**config.mk**
```make
export PLATFORM = sky130hd
export DESIGN_NAME = cpumc_arb_flat
export DESIGN_NICKNAME = d
export VERILOG_FILES = /design/src/rtl/cpumc_arb_if.sv /design/src/rtl/cpumc_arb.sv /design/src/flat_wrapper.sv
export SDC_FILE = /design/constraint.sdc
export NUM_CORES = 1
export LEC_CHECK = 0
export ABC_AREA = 1
export BUFFER_PORTS_ARGS = -buffer_cell sky130_fd_sc_hd__buf_4
export CORE_MARGIN = 2
export CORE_UTILIZATION = 42
export DETAILED_ROUTE_END_ITERATION = 8
export GPL_ROUTABILITY_DRIVEN = 0
export GPL_TIMING_DRIVEN = 0
export PLACE_DENSITY = 0.79
export SLEW_MARGIN = 25
export SYNTH_ARGS = -nofsm -noshare
export SYNTH_HDL_FRONTEND = slang
export SYNTH_SLANG_ARGS = --single-unit
```
**constraint.sdc**
```tcl
create_clock -name clk_in -period 1.5 [get_ports clk_in]
set_input_delay 0.225 -clock clk_in [delete_from_list [all_inputs] [get_ports clk_in]]
set_output_delay 0.225 -clock clk_in [all_outputs]
set_load 0.01 [all_outputs]
```
**src/rtl/cpumc_arb_if.sv**
```systemverilog
// +----------------------------------------------------------------------------+
// | cpumc_arb_if : CPU / sprite DMA / DMC sample bus bundle for cpumc_arb      |
// | Revision 1.0                                                               |
// +----------------------------------------------------------------------------+
`default_nettype none

interface cpumc_arb_if;
  logic [15:0] cpu_a_in;
  logic [7:0]  cpu_d_in;
  logic        cpu_r_nw_in;
  logic        cpu_rdy_out;
  logic        spr_req_in;
  logic [15:0] spr_a_in;
  logic [7:0]  spr_d_in;
  logic        spr_r_nw_in;
  logic        dmc_req_in;
  logic [15:0] dmc_a_in;
  logic        dmc_ack_out;
  logic [7:0]  dmc_d_out;
  logic [15:0] cpumc_a_out;
  logic [7:0]  cpumc_d_out;
  logic        cpumc_r_nw_out;
  logic [7:0]  cpumc_dout_in;
  logic [1:0]  grant_out;

  modport slave (
    input  cpu_a_in, cpu_d_in, cpu_r_nw_in,
    input  spr_req_in, spr_a_in, spr_d_in, spr_r_nw_in,
    input  dmc_req_in, dmc_a_in, cpumc_dout_in,
    output cpu_rdy_out, dmc_ack_out, dmc_d_out,
    output cpumc_a_out, cpumc_d_out, cpumc_r_nw_out, grant_out
  );

  modport master (
    output cpu_a_in, cpu_d_in, cpu_r_nw_in,
    output spr_req_in, spr_a_in, spr_d_in, spr_r_nw_in,
    output dmc_req_in, dmc_a_in, cpumc_dout_in,
    input  cpu_rdy_out, dmc_ack_out, dmc_d_out,
    input  cpumc_a_out, cpumc_d_out, cpumc_r_nw_out, grant_out
  );
endinterface

`default_nettype wire

```
**src/rtl/cpumc_arb.sv**
```systemverilog
// +----------------------------------------------------------------------------+
// | cpumc_arb : arbitrates the CPU memory bus between CPU, sprite DMA and DMC  |
// | Revision 1.0                                                               |
// +----------------------------------------------------------------------------+
`default_nettype none

module cpumc_arb #(
  parameter int DMC_STALL = 3
) (
  input  logic        clk_in,
  input  logic        rst_n_in,
  cpumc_arb_if.slave  bus_io
);

  localparam int            CW         = (DMC_STALL < 2) ? 1 : $clog2(DMC_STALL + 1);
  localparam logic [CW-1:0] STALL_LOAD = CW'((DMC_STALL > 0) ? (DMC_STALL - 1) : 0);

  localparam logic [2:0] S_CPU       = 3'd0;
  localparam logic [2:0] S_HALT      = 3'd1;
  localparam logic [2:0] S_SPR       = 3'd2;
  localparam logic [2:0] S_DMC_STALL = 3'd3;
  localparam logic [2:0] S_DMC_RD    = 3'd4;
  localparam logic [2:0] S_DMC_DONE  = 3'd5;

  localparam logic [2:0] DMC_ENTRY   = (DMC_STALL == 0) ? S_DMC_RD : S_DMC_STALL;

  logic [2:0]    state_q, state_d;
  logic          pend_q,  pend_d;
  logic [15:0]   addr_q,  addr_d;
  logic [CW-1:0] cnt_q,   cnt_d;
  logic [7:0]    dmcd_q,  dmcd_d;

  always_comb begin
    state_d = state_q;
    cnt_d   = cnt_q;
    case (state_q)
      S_CPU: begin
        if (pend_q || bus_io.spr_req_in) state_d = S_HALT;
      end
      S_HALT: begin
        // Hold off the switch until a read cycle so CPU writes complete.
        if (bus_io.cpu_r_nw_in) begin
          if (pend_q) begin
            state_d = DMC_ENTRY;
            cnt_d   = STALL_LOAD;
          end else if (bus_io.spr_req_in) begin
            state_d = S_SPR;
          end else begin
            state_d = S_CPU;
          end
        end
      end
      S_SPR: begin
        if (!bus_io.spr_req_in) begin
          if (pend_q) begin
            state_d = DMC_ENTRY;
            cnt_d   = STALL_LOAD;
          end else begin
            state_d = S_CPU;
          end
        end
      end
      S_DMC_STALL: begin
        if (cnt_q == '0) state_d = S_DMC_RD;
        else             cnt_d   = cnt_q - CW'(1);
      end
      S_DMC_RD:   state_d = S_DMC_DONE;
      S_DMC_DONE: state_d = bus_io.spr_req_in ? S_SPR : S_CPU;
      default:    state_d = S_CPU;
    endcase
  end

  always_comb begin
    pend_d = pend_q;
    addr_d = addr_q;
    dmcd_d = dmcd_q;
    if (state_q == S_DMC_DONE) begin
      // Completion clears the slot; a request in the same cycle refills it.
      pend_d = bus_io.dmc_req_in;
      dmcd_d = bus_io.cpumc_dout_in;
      if (bus_io.dmc_req_in) addr_d = bus_io.dmc_a_in;
    end else if (bus_io.dmc_req_in && !pend_q) begin
      pend_d = 1'b1;
      addr_d = bus_io.dmc_a_in;
    end
  end

  always_ff @(posedge clk_in or negedge rst_n_in) begin
    if (!rst_n_in) begin
      state_q <= S_CPU;
      pend_q  <= 1'b0;
      addr_q  <= 16'h0000;
      cnt_q   <= '0;
      dmcd_q  <= 8'h00;
    end else begin
      state_q <= state_d;
      pend_q  <= pend_d;
      addr_q  <= addr_d;
      cnt_q   <= cnt_d;
      dmcd_q  <= dmcd_d;
    end
  end

  always_comb begin
    bus_io.cpumc_a_out    = 16'h0000;
    bus_io.cpumc_d_out    = 8'h00;
    bus_io.cpumc_r_nw_out = 1'b1;
    bus_io.grant_out      = 2'd3;
    case (state_q)
      S_CPU, S_HALT: begin
        bus_io.cpumc_a_out    = bus_io.cpu_a_in;
        bus_io.cpumc_d_out    = bus_io.cpu_d_in;
        bus_io.cpumc_r_nw_out = bus_io.cpu_r_nw_in;
        bus_io.grant_out      = 2'd0;
      end
      S_SPR: begin
        bus_io.cpumc_a_out    = bus_io.spr_a_in;
        bus_io.cpumc_d_out    = bus_io.spr_d_in;
        bus_io.cpumc_r_nw_out = bus_io.spr_r_nw_in;
        bus_io.grant_out      = 2'd1;
      end
      S_DMC_RD, S_DMC_DONE: begin
        bus_io.cpumc_a_out    = addr_q;
        bus_io.grant_out      = 2'd2;
      end
      default: ;
    endcase
  end

  assign bus_io.cpu_rdy_out = (state_q == S_CPU);
  assign bus_io.dmc_ack_out = (state_q == S_DMC_DONE);
  // The fetched byte arrives during the ack cycle, so pass it through then.
  assign bus_io.dmc_d_out   = (state_q == S_DMC_DONE) ? bus_io.cpumc_dout_in : dmcd_q;

endmodule

`default_nettype wire

```
**src/flat_wrapper.sv**
```systemverilog
// flat-port wrapper written by rule: the top's interface ports become plain ports
module cpumc_arb_flat 
#(
  parameter int DMC_STALL = 3
)
  (clk_in, rst_n_in, bus_io_cpu_a_in, bus_io_cpu_d_in, bus_io_cpu_r_nw_in, bus_io_spr_req_in, bus_io_spr_a_in, bus_io_spr_d_in, bus_io_spr_r_nw_in, bus_io_dmc_req_in, bus_io_dmc_a_in, bus_io_cpumc_dout_in, bus_io_cpu_rdy_out, bus_io_dmc_ack_out, bus_io_dmc_d_out, bus_io_cpumc_a_out, bus_io_cpumc_d_out, bus_io_cpumc_r_nw_out, bus_io_grant_out);
  cpumc_arb_if bus_io_i ();
  input  logic clk_in;
  input  logic rst_n_in;
  input wire logic [$bits(bus_io_i.cpu_a_in)-1:0] bus_io_cpu_a_in;
  input wire logic [$bits(bus_io_i.cpu_d_in)-1:0] bus_io_cpu_d_in;
  input wire logic [$bits(bus_io_i.cpu_r_nw_in)-1:0] bus_io_cpu_r_nw_in;
  input wire logic [$bits(bus_io_i.spr_req_in)-1:0] bus_io_spr_req_in;
  input wire logic [$bits(bus_io_i.spr_a_in)-1:0] bus_io_spr_a_in;
  input wire logic [$bits(bus_io_i.spr_d_in)-1:0] bus_io_spr_d_in;
  input wire logic [$bits(bus_io_i.spr_r_nw_in)-1:0] bus_io_spr_r_nw_in;
  input wire logic [$bits(bus_io_i.dmc_req_in)-1:0] bus_io_dmc_req_in;
  input wire logic [$bits(bus_io_i.dmc_a_in)-1:0] bus_io_dmc_a_in;
  input wire logic [$bits(bus_io_i.cpumc_dout_in)-1:0] bus_io_cpumc_dout_in;
  output wire logic [$bits(bus_io_i.cpu_rdy_out)-1:0] bus_io_cpu_rdy_out;
  output wire logic [$bits(bus_io_i.dmc_ack_out)-1:0] bus_io_dmc_ack_out;
  output wire logic [$bits(bus_io_i.dmc_d_out)-1:0] bus_io_dmc_d_out;
  output wire logic [$bits(bus_io_i.cpumc_a_out)-1:0] bus_io_cpumc_a_out;
  output wire logic [$bits(bus_io_i.cpumc_d_out)-1:0] bus_io_cpumc_d_out;
  output wire logic [$bits(bus_io_i.cpumc_r_nw_out)-1:0] bus_io_cpumc_r_nw_out;
  output wire logic [$bits(bus_io_i.grant_out)-1:0] bus_io_grant_out;
  assign bus_io_i.cpu_a_in = bus_io_cpu_a_in;
  assign bus_io_i.cpu_d_in = bus_io_cpu_d_in;
  assign bus_io_i.cpu_r_nw_in = bus_io_cpu_r_nw_in;
  assign bus_io_i.spr_req_in = bus_io_spr_req_in;
  assign bus_io_i.spr_a_in = bus_io_spr_a_in;
  assign bus_io_i.spr_d_in = bus_io_spr_d_in;
  assign bus_io_i.spr_r_nw_in = bus_io_spr_r_nw_in;
  assign bus_io_i.dmc_req_in = bus_io_dmc_req_in;
  assign bus_io_i.dmc_a_in = bus_io_dmc_a_in;
  assign bus_io_i.cpumc_dout_in = bus_io_cpumc_dout_in;
  assign bus_io_cpu_rdy_out = bus_io_i.cpu_rdy_out;
  assign bus_io_dmc_ack_out = bus_io_i.dmc_ack_out;
  assign bus_io_dmc_d_out = bus_io_i.dmc_d_out;
  assign bus_io_cpumc_a_out = bus_io_i.cpumc_a_out;
  assign bus_io_cpumc_d_out = bus_io_i.cpumc_d_out;
  assign bus_io_cpumc_r_nw_out = bus_io_i.cpumc_r_nw_out;
  assign bus_io_grant_out = bus_io_i.grant_out;
  cpumc_arb #(.DMC_STALL(DMC_STALL)) u_core (.clk_in(clk_in), .rst_n_in(rst_n_in), .bus_io(bus_io_i));
endmodule
```
==> results.txt <==
status: finished, violations left
failing checks: setup timing
number of setup violations in the final report: 38
CTS tree: done
H-tree level count: 2
Synth Cell Area: 1846 µm²
Critical-path top delay cell: dfrtp_1
Synth Area per Inst: 7.820 µm²
DP HPWL: 4105 µm
grt total ovfl: 0
1st-iter DRT viols: 138
post-synth top area share: 40.68%
largest cells by area after synthesis: dfrtp_1 41%, nand2_1 23%, nand3_1 6.0%, a22oi_1 4.9%, a22o_1 3.8%
gr usage total: 24.91%
max-slew violations: 0
Hold WC Path Type: in2reg
clock slew at reported path FFs: 0.06 ns
Area Overhead vs Synth: 76.27%
syn nets: 315
CP bufs+invs: 4
Synth Instances: 236
delay-heaviest family, CP: buffers and inverters
routed len/inst: 13.92 µm
RSZ-0062 raised after global routing: true
largest net degree at the start of global routing: 31
vias in the first global route: 2165
num rows: 24
post-layout min period: 1.813 ns
Cell variety after synth: 30
clk_skew: 0.004185 ns
Ys Warns: 0
crit path max fanout: 10
Critical Path Max Stage Delay: 0.34 ns
nets: 463
Hold Fails Final Rpt: 0
total power: 6.988 mW
clock root buffer: clkbuf_8
Max Root-Sink Buffers: 2
first-pass GRT wire length: 9798 µm
fin crit share: 120.9%
CTS Sinks: 30
Post-route DRC: 0
number of top-level pins: 115
core area: 4294 µm²
synthesis-stage register bit count: 30
crit path launch: u_core.state_q[0]
via count: 2197
WP data required: 1.27 ns
layout cells sized above 1: 53.13%
Least-Margin Pin Slew: 0.4064 ns
Fmax: 551.5 MHz
sequential share of the synthesized area: 40.68%
Worst setup EP type: primary output
Arrival @ worst endpoint: 1.59 ns
IR drop worst, VDD: 0.001140 V
crit-path cells: buf_6, nor2_4, buf_4, nand2_4, nand2_4, buf_8, a22oi_1, nand2_1, buf_4
DRT Pass-1 Iters: 4
PwrDens: 2148 nW/µm²
MaxCap Viol Count: 0
FF-to-FF Start: u_core.state_q[0]
Port Buffers: 113
leakage power: 1.779 nW
TritonCTS Buffers: 5
dpl ws: -0.1689 ns
Hold Startpoint: bus_io_dmc_a_in[1]
Die ar.: 4940 µm²
critical path class: reg2out
Clk Latency, worst-skew pair: 0.28 ns
ant diodes: 0
Starting Density: 42.98%
worst setup margin: -0.3133 ns
vias per cell: 5.039
Slew Limit Headroom: 72.90%
initial antenna violation count: 0
DRT antenna net count: 0
most area-hungry cell type in the Yosys netlist: dfrtp_1
final WL: 6069 µm
Die Wd: 70.29 µm
die height: 70.29 µm
CP startpoint kind: flip-flop
-- worst min-delay path, cell delays in order --
cell and delay, ns:
buf_4 0.08, nand3_1 0.06, nand2_1 0.06
-- metrics by stage --
stage	instance area (µm²)	TNS (ns)	std cells	utilization, %	hold slack [ns]
floorplan	1846	0	236	-	-0.07059
global placement	2759	-2.189	401	64.25	0.1775
detailed placement	2759	-2.399	401	64.25	0.1762
CTS	3158	-8.343	434	73.54	0.1760
global route	3253	-11.88	436	75.76	0.1860
finish	3253	-9.029	436	75.76	0.1770
-- logic make-up after synthesis --
group | after synthesis | share of synthesized area, %
and+or+nand+nor | 155 | 37.49
AOI/OAI and AO/OA | 29 | 12.95
adders and majority gates | 1 | 0.6779
buffers and inverters | 21 | 8.204
DFF | 30 | 40.68
-- registers in the layout, indices dropped and copies added (netlist names) --
signal / flops
u_core.addr_q: 16
u_core.cnt_q: 2
u_core.dmcd_q: 8
u_core.pend_q: 1
u_core.state_q: 3
-- cells in the mapped netlist --
| cell | count |
|---|---|
| nand2_1 | 114 |
| dfrtp_1 | 30 |
| nand3_1 | 22 |
| a22oi_1 | 12 |
| a22o_1 | 8 |
| nor2_1 | 6 |
| buf_4 | 5 |
| inv_1 | 5 |
| a22oi_2 | 3 |
| buf_6 | 3 |
| nand2_2 | 3 |
| o21ai_0 | 3 |
| buf_2 | 2 |
| inv_2 | 2 |
| nand2_8 | 2 |
| nand4_1 | 2 |
| a21oi_1 | 1 |
| a21oi_4 | 1 |
| buf_12 | 1 |
| clkbuf_1 | 1 |
| ha_1 | 1 |
| inv_6 | 1 |
| inv_8 | 1 |
| nand2_4 | 1 |
| nor2_2 | 1 |
| nor2_4 | 1 |
| nor2_8 | 1 |
| nor3_1 | 1 |
| o21ai_1 | 1 |
| or2_2 | 1 |
-- path summary, 6_finish.rpt --
check / end / slack, ns / cells past startpoint
hold reg to reg: u_core.addr_q[11] / 0.47 / 2
hold / removal: u_core.addr_q[1] / 0.18 / 3
setup / recovery: bus_io_cpumc_a_out[5] / -0.31 / 9
min in group asynchronous: u_core.addr_q[13] / 0.44 / 2
setup reg to reg: u_core.dmcd_q[0] / -0.15 / 11
max in group asynchronous: u_core.state_q[1] / 0.75 / 2
-- repair_timing --
| item | in CTS | in global routing |
|---|---|---|
| hold buffers | 1 | 0 |
| gates cloned | 2 | 0 |
| setup endpoints to repair | 35 | 44 |
| pin swaps | 9 | 3 |
| resized for setup | 39 | 21 |
| setup buffers | 23 | 2 |
| hold endpoints to repair | 30 | 0 |
-- where the power goes --
group	switching [mW]	internal, mW
Combinational	2.42	2.53
Sequential	0.243	1.20
Clock	0.276	0.318
-- metal layers --
| layer | GRT usage, % | vias up | share of wire [%] |
|---|---|---|---|
| met5 | 0 | - | 0 |
| met4 | 10.47 | 0 | 3.0 |
| met3 | 5.483 | 16 | 6.4 |
| met2 | 45.07 | 88 | 53 |
| met1 | 27.85 | 1020 | 37 |
| li1 | - | 1073 | - |
-- layout make-up --
| class | count | area [µm²] |
|---|---|---|
| sequential | 30 | 753.2 |
| buffer | 12 | 140.1 |
| multi-input combinational | 185 | 1055 |
| fill | 311 | 1041 |
| tap | 52 | 65.06 |
| clock buffer | 7 | 76.32 |
| inverter | 9 | 46.29 |
| timing repair buffer | 141 | 1117 |
-- placed cells by master, fill, tap and decap left out, types with 2 or more instances in the layout --
cell type / n
nand2_8: 2
clkbuf_8: 5
inv_2: 2
inv_1: 5
buf_12: 2
nor2_1: 5
nand3_1: 21
nand2_1: 95
nor2_4: 2
buf_8: 2
buf_2: 2
nand2_2: 20
a22oi_1: 6
o21ai_0: 3
dfrtp_1: 28
a22oi_2: 9
clkbuf_1: 3
nand4_1: 2
a22o_1: 8
buf_4: 125
buf_6: 20
nand2_4: 3
dfrtp_2: 2
No activity file was read; power rests on OpenSTA's default activity.
